**src/rtl/cc_speedcounter.sv**
```systemverilog
// -----------------------------------------------------------------------------
// cc_speedcounter
//
// Timebase that feeds the speed comparator. It counts up on the count bus
// while running. When the comparator reports a match (active-low T0), it
// reloads the count to zero and gives a one-cycle game tick. Every
// SPEEDCOUNTER_TICKSPERLEVEL accepted matches, the level steps up. The level
// stops at 3, so the comparator selects shorter and shorter periods.
//
// Ports
//   CC_SPEEDCOUNTER_CLOCK_50          in   system clock, rising edge
//   CC_SPEEDCOUNTER_RESET_InLow       in   synchronous active-low reset
//   CC_SPEEDCOUNTER_T0_InLow          in   comparator match, active-low
//   CC_SPEEDCOUNTER_enable_InHigh     in   run (1) / pause (0)
//   CC_SPEEDCOUNTER_clear_InHigh      in   synchronous game restart
//   CC_SPEEDCOUNTER_data_OutBUS       out  registered count to comparator
//   CC_NIVEL_data_OutBus              out  registered level 0..3
//   CC_SPEEDCOUNTER_tick_OutHigh      out  one-cycle pulse per accepted T0
//   CC_SPEEDCOUNTER_maxlevel_OutHigh  out  high while level == 3
//   CC_SPEEDCOUNTER_state_OutDbg      out  FSM state (0 IDLE, 1 COUNT, 2 RELOAD)
// -----------------------------------------------------------------------------
module cc_speedcounter #(
   parameter int SPEEDCOUNTER_DATAWIDTH     = 23,
   parameter int SPEEDCOUNTER_TICKSPERLEVEL = 8
) (
   input  logic                              CC_SPEEDCOUNTER_CLOCK_50,
   input  logic                              CC_SPEEDCOUNTER_RESET_InLow,
   input  logic                              CC_SPEEDCOUNTER_T0_InLow,
   input  logic                              CC_SPEEDCOUNTER_enable_InHigh,
   input  logic                              CC_SPEEDCOUNTER_clear_InHigh,
   output logic [SPEEDCOUNTER_DATAWIDTH-1:0] CC_SPEEDCOUNTER_data_OutBUS,
   output logic [1:0]                        CC_NIVEL_data_OutBus,
   output logic                              CC_SPEEDCOUNTER_tick_OutHigh,
   output logic                              CC_SPEEDCOUNTER_maxlevel_OutHigh,
   output logic [1:0]                        CC_SPEEDCOUNTER_state_OutDbg
);

   localparam int DW    = SPEEDCOUNTER_DATAWIDTH;
   localparam int TPL   = SPEEDCOUNTER_TICKSPERLEVEL;
   localparam int EVT_W = (TPL > 1) ? $clog2(TPL) : 1;

   localparam logic [DW-1:0]    CNT_ONE  = DW'(1);
   localparam logic [EVT_W-1:0] EVT_ONE  = EVT_W'(1);
   localparam logic [EVT_W-1:0] EVT_LAST = EVT_W'(TPL - 1);
   localparam logic [1:0]       LVL_MAX  = 2'd3;

   typedef enum logic [1:0] {
      ST_IDLE   = 2'd0,
      ST_COUNT  = 2'd1,
      ST_RELOAD = 2'd2
   } state_t;

   state_t           state_q, state_d;
   logic [DW-1:0]    count_q, count_d;
   logic [1:0]       level_q, level_d;
   logic [EVT_W-1:0] evt_q, evt_d;
   logic             tick_q, tick_d;
   logic             maxlevel_q, maxlevel_d;

   // Next-state logic. Clear has priority over everything except reset.
   // In COUNT, a T0 match has priority over enable: a match seen in the
   // same cycle as a pause still reloads, and RELOAD then goes to IDLE.
   always_comb begin
      state_d = state_q;
      count_d = count_q;
      level_d = level_q;
      evt_d   = evt_q;

      if (CC_SPEEDCOUNTER_clear_InHigh) begin
         state_d = ST_IDLE;
         count_d = '0;
         level_d = 2'd0;
         evt_d   = '0;
      end else begin
         case (state_q)
            ST_IDLE: begin
               // T0 is ignored here. A match that is still held low is
               // taken in the first COUNT cycle after resume.
               if (CC_SPEEDCOUNTER_enable_InHigh) begin
                  state_d = ST_COUNT;
               end
            end
            ST_COUNT: begin
               if (!CC_SPEEDCOUNTER_T0_InLow) begin
                  state_d = ST_RELOAD;
                  count_d = '0;
                  if (evt_q == EVT_LAST) begin
                     // The event counter keeps cycling at level 3, even
                     // though the level no longer changes.
                     evt_d = '0;
                     if (level_q != LVL_MAX) begin
                        level_d = level_q + 2'd1;
                     end
                  end else begin
                     evt_d = evt_q + EVT_ONE;
                  end
               end else if (CC_SPEEDCOUNTER_enable_InHigh) begin
                  // When the count wraps, no tick is produced. Only a
                  // comparator match makes a tick.
                  count_d = count_q + CNT_ONE;
               end else begin
                  state_d = ST_IDLE;
               end
            end
            ST_RELOAD: begin
               count_d = '0;
               state_d = CC_SPEEDCOUNTER_enable_InHigh ? ST_COUNT : ST_IDLE;
            end
            default: begin
               state_d = ST_IDLE;
               count_d = '0;
            end
         endcase
      end

      // The tick and maxlevel outputs are registered copies of the next
      // state. This keeps them in line with count and level.
      tick_d     = (state_d == ST_RELOAD);
      maxlevel_d = (level_d == LVL_MAX);
   end

   always_ff @(posedge CC_SPEEDCOUNTER_CLOCK_50) begin
      if (!CC_SPEEDCOUNTER_RESET_InLow) begin
         state_q    <= ST_IDLE;
         count_q    <= '0;
         level_q    <= 2'd0;
         evt_q      <= '0;
         tick_q     <= 1'b0;
         maxlevel_q <= 1'b0;
      end else begin
         state_q    <= state_d;
         count_q    <= count_d;
         level_q    <= level_d;
         evt_q      <= evt_d;
         tick_q     <= tick_d;
         maxlevel_q <= maxlevel_d;
      end
   end

   assign CC_SPEEDCOUNTER_data_OutBUS      = count_q;
   assign CC_NIVEL_data_OutBus             = level_q;
   assign CC_SPEEDCOUNTER_tick_OutHigh     = tick_q;
   assign CC_SPEEDCOUNTER_maxlevel_OutHigh = maxlevel_q;
   assign CC_SPEEDCOUNTER_state_OutDbg     = state_q;

endmodule

```
**config.mk**
```make
export PLATFORM = sky130hd
export DESIGN_NAME = cc_speedcounter
export DESIGN_NICKNAME = d
export VERILOG_FILES = /design/src/rtl/cc_speedcounter.sv
export SDC_FILE = /design/constraint.sdc
export NUM_CORES = 1
export LEC_CHECK = 0
export ABC_AREA = 1
export BUFFER_PORTS_ARGS = -buffer_cell sky130_fd_sc_hd__buf_2
export CORE_ASPECT_RATIO = 1.1
export CORE_MARGIN = 3
export CORE_UTILIZATION = 54
export CTS_BUF_LIST = sky130_fd_sc_hd__clkbuf_16
export DETAILED_ROUTE_END_ITERATION = 16
export PLACE_DENSITY_LB_ADDON = 0.2
export SLEW_MARGIN = 5
export SYNTH_ARGS = -nofsm -noshare
export SYNTH_HDL_FRONTEND = slang
export SYNTH_SLANG_ARGS = --single-unit
```
**constraint.sdc**
```tcl
create_clock -name CC_SPEEDCOUNTER_CLOCK_50 -period 1.5 [get_ports CC_SPEEDCOUNTER_CLOCK_50]
set_input_delay 0.3 -clock CC_SPEEDCOUNTER_CLOCK_50 [delete_from_list [all_inputs] [get_ports CC_SPEEDCOUNTER_CLOCK_50]]
set_output_delay 0.3 -clock CC_SPEEDCOUNTER_CLOCK_50 [all_outputs]
set_load 0.02 [all_outputs]
```
-- After elaboration in Yosys (flattened, before gate mapping)
Cells that the tools add are included.
- word-level logic and storage cells: 38
- bits in registers: 32
- RAM bits: 0
- output and inout bits: 29
- latch bits: 0
- input port bits: 5
- bits in read-only memories: 0
- memories kept: 0
- shifts and indexed selects: 0
- magnitude comparators: 0
- bitwise gates (word level): 3
- reduce and logical (&&, ||, !) cells: 4
- multiply operators: 0
- divide/modulo/power cells: 0
- mux-type cells: 15
- add/subtract/negate cells: 3
- equality and inequality tests: 7
- operator list (operator ; count):
    two-way mux 23 bit ; 2
    one-hot mux 23 bit (2 select lines) ; 1
    adder 23 x 1 -> 23 bit, second input constant ; 1
    two-way mux 2 bit ; 9
    equality test 2 bit, second input constant ; 3
    one-hot mux 2 bit (3 select lines) ; 1
    AND reduction 2 bit ; 2
    adder 3 x 1 -> 3 bit, second input constant ; 1
    equality test 3 bit, second input constant ; 1
    two-way mux 3 bit ; 1
    != test 3 bit, second input constant ; 1
    inverter 1 bit ; 3
    adder 2 x 1 -> 2 bit, second input constant ; 1
    equality test 2 x 1 -> 1 bit, second input constant ; 1
    zero test 2 bit ; 1
    != test 2 bit, second input constant ; 1
    OR reduction 2 bit ; 1
    two-way mux 1 bit ; 1

-- Logic depth before layout (Yosys ltp)
Gate-level depths: netlist of run 1.
- word-level depth: 7
- depth in mapped cells: 10
- gate-level depth less buffers: 10

-- Worst setup path before layout of run 1
No wires, ideal clock.
- kind: reg-to-reg
- from: reg count_q[1] (netlist: CC_SPEEDCOUNTER_data_OutBUS[1])
- to: reg count_q[22] (netlist: CC_SPEEDCOUNTER_data_OutBUS[22])
- setup slack: 35 ps
- path buffers: 0
- period minus slack after synthesis: 1465 ps
- stages on the path, launching flop included: 10
- data arrival time: 1395 ps
- library setup time: 70 ps
- data required time: 1430 ps
- path through: dfxtp_1 ha_1 nand2_1 nor2_2 nand2_1 nor2_1 nand2_1 nand2_1 nand3_1 a21oi_1
- cells in the longest elaborated chain, start to end: 4
- ends and longest elaborated chain (what ; line ; RTL):
    start: declaration ; 54 ; logic [DW-1:0] count_q, count_d;
    start signal: assignment ; 132 ; count_q <= count_d;
    adder 23 x 1 -> 23 bit ; 100 ; count_d = count_q + CNT_ONE;
    two-way mux 23 bit ; 97 ; end else if (CC_SPEEDCOUNTER_enable_InHigh) begin
    two-way mux 23 bit ; 84 ; if (!CC_SPEEDCOUNTER_T0_InLow) begin
    one-hot mux 23 bit (2 select lines) ; 75 ; case (state_q)
Every way passes these cells. The select of a mux whose other input is x is not followed.
A chain may end at the register's enable or synchronous reset.

-- Worst setup path in the final report of run 1
- from: reg count_q[10] (netlist: CC_SPEEDCOUNTER_data_OutBUS[10])
- to: reg count_q[21] (netlist: CC_SPEEDCOUNTER_data_OutBUS[21])
Same word-level chain as after synthesis.

==> flow_metrics.env, run 1 <==
export IMPL_hold_ws_ns=0.310
export IMPL_dieWidth_um=59.6
export IMPL_grt_max_degree=14
export IMPL_final_fill_count=240
export IMPL_ir_worst_vdd_uv=769
export IMPL_clk_latency_ns=0.27
export IMPL_p_per_area_nw_per_um2=860
export IMPL_fp_row_count=20
export IMPL_crit_family="simple AND/OR/NAND/NOR gates"
export IMPL_synth_avg_cell_area_sq_um=6.57
export IMPL_ys_types=28
export IMPL_ys_ff_latch=32
export IMPL_htree_levels=2
export IMPL_syn_nets=268
export IMPL_grt_ovfl_total=0
export IMPL_status="finished clean"
export IMPL_fin_crit_ns=1.42
export IMPL_drc=0
export IMPL_drive_gt1_frac=0.266
export IMPL_arrival_ns=1.59
export IMPL_nets=314
export IMPL_syn_inst=260
export IMPL_crit_type="reg2reg"
export IMPL_final_common_cell="nand2_1"
export IMPL_layout_setup_ws_ns=0.0798
export IMPL_io_pins=34
export IMPL_dr_first_iter_drc_count=197
export IMPL_dr_wl_met3_um=277
export IMPL_core_area_sq_um=2900
export IMPL_finalClockSkew_ns=0.00464
export IMPL_firstDrtPassIters=4
export IMPL_wl_met2_mm=2.13
export IMPL_syn2layout_area_growth_pct=24.8
export IMPL_grt_pass1_wl_mm=7.23
export IMPL_diodes=0
export IMPL_final_antenna_net_count=0
export IMPL_synth_warning_count=0
export IMPL_grt_pass1_vias=1668
export IMPL_crit_path_start_kind="flop"
export IMPL_antenna_found_initial=0
export IMPL_syn_cell_area_sq_um=1710
export IMPL_cp_buffers_inverters=0
export IMPL_finish_instance_area_sq_um=2130
export IMPL_num_vias=1800
export IMPL_ff_latch_area_sq_um=646
export IMPL_fin_cells=337
export IMPL_clockBufferDepth=2
export IMPL_start_util=0.589
export IMPL_hp_class="in2reg"
export IMPL_cts_tree="built"
export IMPL_rsz0062_at_grt="yes"
export IMPL_fin_util=0.735
export IMPL_cts_hold_buf=0
export IMPL_finalWirelength_mm=4.22
export IMPL_slew_violations=0
export IMPL_place_port_buffers=33
export IMPL_multi_input_area_sq_um=957
export IMPL_dpl_cell_area_sq_um=1960
export IMPL_fin_tns_setup_ns=0
export IMPL_dr_max_layer_used="met4"
export IMPL_path_max_fanout=5
export IMPL_numCtsBuffers=5
export IMPL_pre_cts_slack_ns=0.0273
export IMPL_dp_hpwl_mm=3.10
export IMPL_rrSetupSlack_ns=0.08
export IMPL_wl_met1_mm=1.70
export IMPL_grtUsageTotal=0.243
export IMPL_cts_root_buf="clkbuf_16"
export IMPL_gp_congestion=0.909
export IMPL_crit_required_ns=1.67
export IMPL_cpPeakStageDelay_ns=0.41
export IMPL_viasPerCell=5.34
export IMPL_ctsResizeCount=0
export IMPL_mostFrequentLayoutCells="nand2_1, nor2_1, buf_2, inv_1, dfxtp_1"
export IMPL_crit_chain="nand2_1 -> nor2_4 -> nand2_1 -> nor2_1 -> nand3_2 -> nor2_2 -> nand2_1 -> nand2_1 -> nor2_1"
export IMPL_postCtsSetupRepairBufs=0
export IMPL_cpMostUsedCell="nand2_1"
export IMPL_fmaxAchievable_ghz=0.704
export IMPL_post_route_period_util=0.947
export IMPL_fp_dieH_um=65.0
export IMPL_cp_slowest_cell="dfxtp_1"
export IMPL_seq_area_frac_synth=0.375
export IMPL_hold_viol=0
export IMPL_maxCapViolations=0
export IMPL_worstMarginPinSlew_ns=0.442
export IMPL_finalSetupViolCount=0
export IMPL_p_total_mw=1.83
export IMPL_slew_headroom=0.705
export IMPL_clock_sinks=32
export IMPL_wl_per_cell_um=12.5
export IMPL_dieArea_sq_um=3880
export IMPL_end_kind="flop"
export IMPL_cts_clk_slew_worst_paths_ns=0.05
export IMPL_placedCellCount=332
export IMPL_p_leak_nw=0.911
per-layer routing:
| layer | up-vias | GRT usage |
|---|---|---|
| met2 | 68 | 0.399 |
| met4 | 0 | 0.102 |
| li1 | 911 | - |
| met3 | 16 | 0.0677 |
| met1 | 805 | 0.289 |
| met5 | - | 0 |
power breakdown:
part	internal [mW]	leakage (nW)	switching, mW
Clock	0.583	0.0616	0.315
Combinational	0.0247	0.589	0.0531
Sequential	0.855	0.260	0.00329
Total	1.46	0.911	0.371
state kept, by name, indices dropped and copies added (netlist names):
| name | cells |
|---|---|
| CC_NIVEL_data_OutBus | 2 |
| CC_SPEEDCOUNTER_data_OutBUS | 23 |
| CC_SPEEDCOUNTER_maxlevel_OutHigh | 1 |
| CC_SPEEDCOUNTER_state_OutDbg | 2 |
| CC_SPEEDCOUNTER_tick_OutHigh | 1 |
| evt_q | 3 |
cell usage after synthesis:
master | instances | area share
xnor2_1 | 1 | 0.0051
nor3b_2 | 1 | 0.0073
a31oi_1 | 1 | 0.0037
a22oi_1 | 1 | 0.0044
clkinv_1 | 1 | 0.0022
ha_1 | 3 | 0.022
nor2_4 | 1 | 0.0066
o21ai_1 | 4 | 0.012
nor2_2 | 8 | 0.029
buf_2 | 1 | 0.0029
nand2_2 | 4 | 0.015
o21ai_0 | 8 | 0.023
inv_1 | 29 | 0.064
a21oi_2 | 2 | 0.010
nand3_2 | 3 | 0.018
dfxtp_1 | 32 | 0.37
inv_2 | 5 | 0.011
o21bai_1 | 2 | 0.0088
nor3_1 | 3 | 0.0088
clkbuf_1 | 1 | 0.0022
nand3_1 | 16 | 0.047
nand4_1 | 2 | 0.0073
a21oi_1 | 19 | 0.056
buf_6 | 1 | 0.0066
nor3_2 | 1 | 0.0059
xor2_1 | 2 | 0.010
nand2_1 | 68 | 0.15
nor2_1 | 40 | 0.088
kinds of logic after synthesis:
group,after synthesis,share of synthesized area
AO/OA/AOI/OAI,37,0.118
AND/OR/NAND/NOR,147,0.381
adder cells (fa/ha/maj),3,0.0220
buffers and inverters,38,0.0886
XOR/XNOR,3,0.0154
flip-flops,32,0.375
layout make-up:
class,count,area share
Multi-Input combinational cell,190,0.449
Sequential cell,32,0.303
Timing Repair Buffer,42,0.109
Inverter,35,0.0616
Clock buffer,5,0.0587
Tap cell,33,0.0194
final timing paths:
check,endpoint,from,cells past startpoint
setup / recovery,CC_SPEEDCOUNTER_data_OutBUS[21],CC_SPEEDCOUNTER_data_OutBUS[10],9
hold reg to reg,evt_q[1],evt_q[1],2
hold / removal,CC_NIVEL_data_OutBus[0],CC_SPEEDCOUNTER_RESET_InLow,3
setup reg to reg,CC_SPEEDCOUNTER_data_OutBUS[21],CC_SPEEDCOUNTER_data_OutBUS[10],9
worst reg2reg max path, stage by stage, from the launching register on:
cell	delay (ns)
dfxtp_1	0.41
nand2_1	0.16
nor2_4	0.15
nand2_1	0.06
nor2_1	0.13
nand3_2	0.13
nor2_2	0.12
nand2_1	0.06
nand2_1	0.05
nor2_1	0.04
Power figures use the tool's default switching activity.
==> run 2: changes to the inputs <==
--- a/config.mk
+++ b/config.mk
@@ -7,9 +7,11 @@
 export LEC_CHECK = 0
 export ABC_AREA = 1
 export BUFFER_PORTS_ARGS = -buffer_cell sky130_fd_sc_hd__buf_2
+export CELL_PAD_IN_SITES_DETAIL_PLACEMENT = 1
+export CELL_PAD_IN_SITES_GLOBAL_PLACEMENT = 1
 export CORE_ASPECT_RATIO = 1.1
 export CORE_MARGIN = 3
-export CORE_UTILIZATION = 54
+export CORE_UTILIZATION = 38
 export CTS_BUF_LIST = sky130_fd_sc_hd__clkbuf_16
 export DETAILED_ROUTE_END_ITERATION = 16
 export PLACE_DENSITY_LB_ADDON = 0.2
==> run 2 against run 1 <==
Against the previous run: wire length up 24%; register-to-register slack improved by 0.04 ns; clock power rose by 6.6%; combinational power increased by 11%; die area is 38% higher; maximum frequency rose by 3.0%; critical path type unchanged.
==> flow_metrics.env, run 2 (synthesis gave the netlist of run 1 again) <==
export IMPL_fp_dieH_um=76.3
export IMPL_pre_cts_slack_ns=-0.0643
export IMPL_cpMostUsedCell="nand2_2"
export IMPL_grtUsageTotal=0.207
export IMPL_place_port_buffers=33
export IMPL_finalWirelength_mm=5.23
export IMPL_worstReg2RegStart="CC_SPEEDCOUNTER_data_OutBUS[1]"
export IMPL_gp_congestion=0.840
export IMPL_clk_latency_ns=0.28
export IMPL_antenna_found_initial=0
export IMPL_hold_viol=0
export IMPL_dr_first_iter_drc_count=64
export IMPL_core_area_sq_um=4140
export IMPL_grt_pass1_vias=1886
export IMPL_dieWidth_um=69.9
export IMPL_start_util=0.412
export IMPL_hp_class="in2reg"
export IMPL_drc=0
export IMPL_cp_buffers_inverters=2
export IMPL_whs_endpoint="CC_NIVEL_data_OutBus[0]"
export IMPL_worstHoldStart="CC_SPEEDCOUNTER_RESET_InLow"
export IMPL_reg2reg_depth=10
export IMPL_num_vias=1825
export IMPL_slew_violations=0
export IMPL_viasPerCell=5.04
export IMPL_diodes=0
export IMPL_cts_root_buf="clkbuf_16"
export IMPL_clockBufferDepth=2
export IMPL_end_kind="flop"
export IMPL_final_antenna_net_count=0
export IMPL_htree_levels=2
export IMPL_drive_gt1_frac=0.281
export IMPL_wl_per_cell_um=14.5
export IMPL_crit_path_start_kind="flop"
export IMPL_dieArea_sq_um=5340
export IMPL_finalClockSkew_ns=0.00440
export IMPL_arrival_ns=1.54
export IMPL_post_route_period_util=0.919
export IMPL_slew_headroom=0.795
export IMPL_clock_sinks=32
export IMPL_cts_clk_slew_worst_paths_ns=0.05
export IMPL_fp_row_count=24
export IMPL_cpPeakStageDelay_ns=0.37
export IMPL_ir_worst_vdd_uv=432
export IMPL_worstMarginPinSlew_ns=0.305
export IMPL_cts_hold_buf=0
export IMPL_cp_slowest_cell="dfxtp_2"
export IMPL_status="finished clean"
export IMPL_crit_required_ns=1.66
export IMPL_path_max_fanout=4
export IMPL_p_per_area_nw_per_um2=858
export IMPL_grt_pass1_wl_mm=8.88
export IMPL_finalSetupViolCount=0
export IMPL_rrSetupSlack_ns=0.12
export IMPL_p_leak_nw=0.942
export IMPL_nets=317
export IMPL_io_pins=34
export IMPL_r2r_end="CC_SPEEDCOUNTER_data_OutBUS[14]"
export IMPL_layout_setup_ws_ns=0.121
export IMPL_finish_instance_area_sq_um=2220
export IMPL_p_total_mw=1.90
export IMPL_dp_hpwl_mm=3.94
export IMPL_grt_ovfl_total=0
export IMPL_postCtsSetupRepairBufs=0
export IMPL_firstDrtPassIters=4
export IMPL_cts_tree="built"
export IMPL_whs_path_depth=3
export IMPL_mostFrequentLayoutCells="nand2_1, nor2_1, buf_2, inv_1, dfxtp_1"
export IMPL_critical_path_depth=10
export IMPL_numCtsBuffers=5
export IMPL_grt_max_degree=14
export IMPL_largest_reg_flops=23
export IMPL_maxCapViolations=0
export IMPL_final_common_cell="nand2_1"
export IMPL_crit_chain="ha_4 -> nand2_2 -> nor2_4 -> nand2_2 -> inv_2 -> nand2_2 -> inv_2 -> nand3_1 -> nand2_1 -> nor2_1"
export IMPL_fmaxAchievable_ghz=0.725
export IMPL_syn2layout_area_growth_pct=29.7
export IMPL_dpl_cell_area_sq_um=2010
export IMPL_crit_type="reg2reg"
export IMPL_fin_crit_ns=1.38
export IMPL_crit_family="simple AND/OR/NAND/NOR gates"
run 2: changes by cell type in the layout (fill, tap and decap cells not counted), sizes merged:
cell	previous run	this run
inv	34	36
buf	42	45
clkinv	1	2
run 2: tightest hold or removal path: stages:
cell	delay [ns]
buf_2	0.09
inv_1	0.08
nor3_1	0.05
run 2: power breakdown:
group	total [mW]	switching, mW	internal (mW)
registers	0.859	0.00468	0.854
logic	0.0861	0.0590	0.0270
clock network	0.957	0.361	0.596
run 2: repair_timing:
action,4_1_cts,5_1_grt
pin swaps,0,2
resized for setup,2,20
setup endpoints to repair,3,18
run 2: metrics by stage:
| stage | hold slack [ns] | utilization | instances | setup TNS, ns |
|---|---|---|---|---|
| finish | 0.299 | 0.535 | 362 | 0 |
| global route | 0.307 | 0.535 | 362 | -0.0278 |
| CTS | 0.297 | 0.519 | 362 | 0 |
| detailed placement | 0.467 | 0.485 | 354 | -0.102 |
| global placement | 0.455 | 0.485 | 354 | -0.0873 |
| floorplan | 0.436 | - | 260 | 0 |
run 2: worst max path at each step:
stage	endpoint	startpoint
6_report	CC_SPEEDCOUNTER_data_OutBUS[14]	CC_SPEEDCOUNTER_data_OutBUS[1]
5_1_grt	CC_SPEEDCOUNTER_data_OutBUS[22]	CC_SPEEDCOUNTER_data_OutBUS[11]
4_1_cts	CC_SPEEDCOUNTER_data_OutBUS[5]	CC_SPEEDCOUNTER_state_OutDbg[0]
3_5_place_dp	CC_SPEEDCOUNTER_data_OutBUS[11]	CC_SPEEDCOUNTER_T0_InLow
3_3_place_gp	CC_SPEEDCOUNTER_data_OutBUS[10]	CC_SPEEDCOUNTER_T0_InLow
2_1_floorplan	CC_SPEEDCOUNTER_data_OutBUS[22]	CC_SPEEDCOUNTER_data_OutBUS[1]
run 2: layer usage:
metal / vias up / share of wire / track usage
li1: 917 / - / -
met1: 869 / 0.41 / 0.237
met2: 33 / 0.53 / 0.382
met3: 6 / 0.044 / 0.0422
met4: 0 / 0.014 / 0.0632
met5: - / 0 / 0
run 2: final cells by class:
| cell class | instances | area, sq um |
|---|---|---|
| repair buffers | 45 | 255 |
| fillers | 562 | 1930 |
| clock inverters | 3 | 11.3 |
| clock buffers | 5 | 125 |
| multi-input cells | 190 | 977 |
| inverters | 35 | 134 |
| well taps | 52 | 65.1 |
| flip-flops and latches | 32 | 649 |
==> run 3: changes to the inputs <==
--- a/config.mk
+++ b/config.mk
@@ -14,7 +14,7 @@
 export CORE_UTILIZATION = 38
 export CTS_BUF_LIST = sky130_fd_sc_hd__clkbuf_16
 export DETAILED_ROUTE_END_ITERATION = 16
-export PLACE_DENSITY_LB_ADDON = 0.2
+export PLACE_DENSITY_LB_ADDON = 0.1
 export SLEW_MARGIN = 5
 export SYNTH_ARGS = -nofsm -noshare
 export SYNTH_HDL_FRONTEND = slang
==> run 3 against run 2 <==
Against the previous run: count of clock-buffer cells in the layout unchanged; sequential share of layout area shrank 0.090 points; clock skew decreased by 0.0020 ns; critical path depth is 2 lower; clock power barely moved; maximum frequency down 0.52%; critical endpoint is now CC_SPEEDCOUNTER_data_OutBUS[6]; highest routed layer unchanged.
==> flow_metrics.env, run 3 (synthesis gave the netlist of run 1 again) <==
export IMPL_status="finished clean"
export IMPL_slew_headroom=0.803
export IMPL_worstHoldStart="CC_SPEEDCOUNTER_enable_InHigh"
export IMPL_finalClockSkew_ns=0.00238
export IMPL_clock_sinks=32
export IMPL_clockBufferDepth=2
export IMPL_drc=0
export IMPL_worstReg2RegStart="CC_SPEEDCOUNTER_data_OutBUS[0]"
export IMPL_slew_violations=0
export IMPL_reg2reg_depth=8
export IMPL_fin_util=0.543
export IMPL_mostFrequentLayoutCells="nand2_1, nor2_1, buf_2, inv_1, dfxtp_1"
export IMPL_drive_gt1_frac=0.305
export IMPL_ir_worst_vdd_uv=472
export IMPL_whs_endpoint="CC_SPEEDCOUNTER_state_OutDbg[0]"
export IMPL_firstDrtPassIters=4
export IMPL_grt_ovfl_total=0
export IMPL_grt_max_degree=14
export IMPL_fin_crit_ns=1.39
export IMPL_place_port_buffers=33
export IMPL_numCtsBuffers=5
export IMPL_crit_path_start_kind="flop"
export IMPL_maxCapViolations=0
export IMPL_multi_input_area_sq_um=995
export IMPL_p_leak_nw=0.966
export IMPL_fmaxAchievable_ghz=0.722
export IMPL_end_kind="flop"
export IMPL_grt_pass1_wl_mm=8.99
export IMPL_worstMarginPinSlew_ns=0.293
export IMPL_rrSetupSlack_ns=0.11
export IMPL_viasPerCell=5.01
export IMPL_fin_cells=363
export IMPL_num_vias=1818
export IMPL_cts_tree="built"
export IMPL_r2r_end="CC_SPEEDCOUNTER_data_OutBUS[6]"
export IMPL_pre_cts_slack_ns=-0.0841
export IMPL_grt_pass1_vias=1910
export IMPL_hp_class="in2reg"
export IMPL_post_route_period_util=0.924
export IMPL_start_util=0.412
export IMPL_dp_hpwl_mm=3.93
export IMPL_hold_viol=0
export IMPL_crit_type="reg2reg"
export IMPL_dieWidth_um=69.9
export IMPL_whs_path_depth=3
export IMPL_largest_reg_flops=23
export IMPL_ff_latch_area_sq_um=657
export IMPL_nets=318
export IMPL_fp_dieH_um=76.3
export IMPL_hold_ws_ns=0.284
export IMPL_cts_clk_slew_worst_paths_ns=0.05
export IMPL_syn2layout_area_growth_pct=31.6
export IMPL_final_antenna_net_count=0
export IMPL_diodes=0
export IMPL_final_common_cell="nand2_1"
export IMPL_wl_per_cell_um=14.5
export IMPL_layout_setup_ws_ns=0.114
export IMPL_dieArea_sq_um=5340
export IMPL_p_per_area_nw_per_um2=844
export IMPL_grtUsageTotal=0.209
export IMPL_core_area_sq_um=4140
export IMPL_io_pins=34
export IMPL_arrival_ns=1.55
export IMPL_cts_root_buf="clkbuf_16"
export IMPL_final_fill_count=564
export IMPL_dr_first_iter_drc_count=53
export IMPL_crit_required_ns=1.66
export IMPL_clk_latency_ns=0.28
export IMPL_path_max_fanout=4
export IMPL_placedCellCount=352
export IMPL_finalSetupViolCount=0
export IMPL_finalWirelength_mm=5.26
export IMPL_fp_row_count=24
export IMPL_antenna_found_initial=0
export IMPL_htree_levels=2
export IMPL_gp_congestion=0.833
run 3: how the worst max path moves through the flow:
stage                     slack (ns)                             from                         endpoint  cells past startpoint
after floorplan                 0.03   CC_SPEEDCOUNTER_data_OutBUS[1]  CC_SPEEDCOUNTER_data_OutBUS[22]                      9
after global placement         -0.06         CC_SPEEDCOUNTER_T0_InLow  CC_SPEEDCOUNTER_data_OutBUS[10]                      8
after detailed placement       -0.08         CC_SPEEDCOUNTER_T0_InLow  CC_SPEEDCOUNTER_data_OutBUS[10]                      8
after CTS                       0.01   CC_SPEEDCOUNTER_data_OutBUS[0]  CC_SPEEDCOUNTER_data_OutBUS[22]                      9
after global routing           -0.05  CC_SPEEDCOUNTER_state_OutDbg[0]   CC_SPEEDCOUNTER_data_OutBUS[6]                      6
final                           0.11   CC_SPEEDCOUNTER_data_OutBUS[0]   CC_SPEEDCOUNTER_data_OutBUS[6]                      8
run 3: worst max-delay path, stage by stage (launching register included):
cell     delay (ns)
dfxtp_4        0.37
ha_4           0.14
nand2_2        0.07
nor2_4         0.18
nand2_1        0.11
inv_2          0.08
nand2_1        0.07
a22oi_1        0.18
nor2_1         0.07
run 3: repair_timing:
item	in CTS	in global routing
setup buffers	0	3
hold buffers	0	0
pin swaps	0	4
setup endpoints to repair	3	16
resized for setup	3	28
run 3: per-stage QoR:
stage	power (mW)	TNS, ns	instance area, sq um
6_report	1.90	0	2250
5_1_grt	1.98	-0.0546	2250
4_1_cts	1.93	0	2140
3_5_place_dp	0.956	-0.188	1990
3_3_place_gp	0.955	-0.0971	1990
2_1_floorplan	0.926	0	1710
run 3: metal layers:
metal  vias to the layer above  GRT usage  part of all wire
met3                         9     0.0501             0.035
met1                       852      0.244              0.43
li1                        924          -                 -
met5                         -          0                 0
met4                         0     0.0805             0.021
met2                        33      0.363              0.51
run 3: power by group:
group	internal, mW	switching, mW	total [mW]	leakage, nW
clock	0.596	0.361	0.957	0.0738
combinational	0.0264	0.0585	0.0849	0.628
sequential	0.852	0.00426	0.857	0.264
run 3: cell type report:
class                           count  area share
Inverter                           35      0.0595
Clock buffer                        5      0.0556
Sequential cell                    32       0.292
Multi-Input combinational cell    190       0.442
Timing Repair Buffer               46       0.117
Tap cell                           52      0.0289
Clock inverter                      3     0.00501
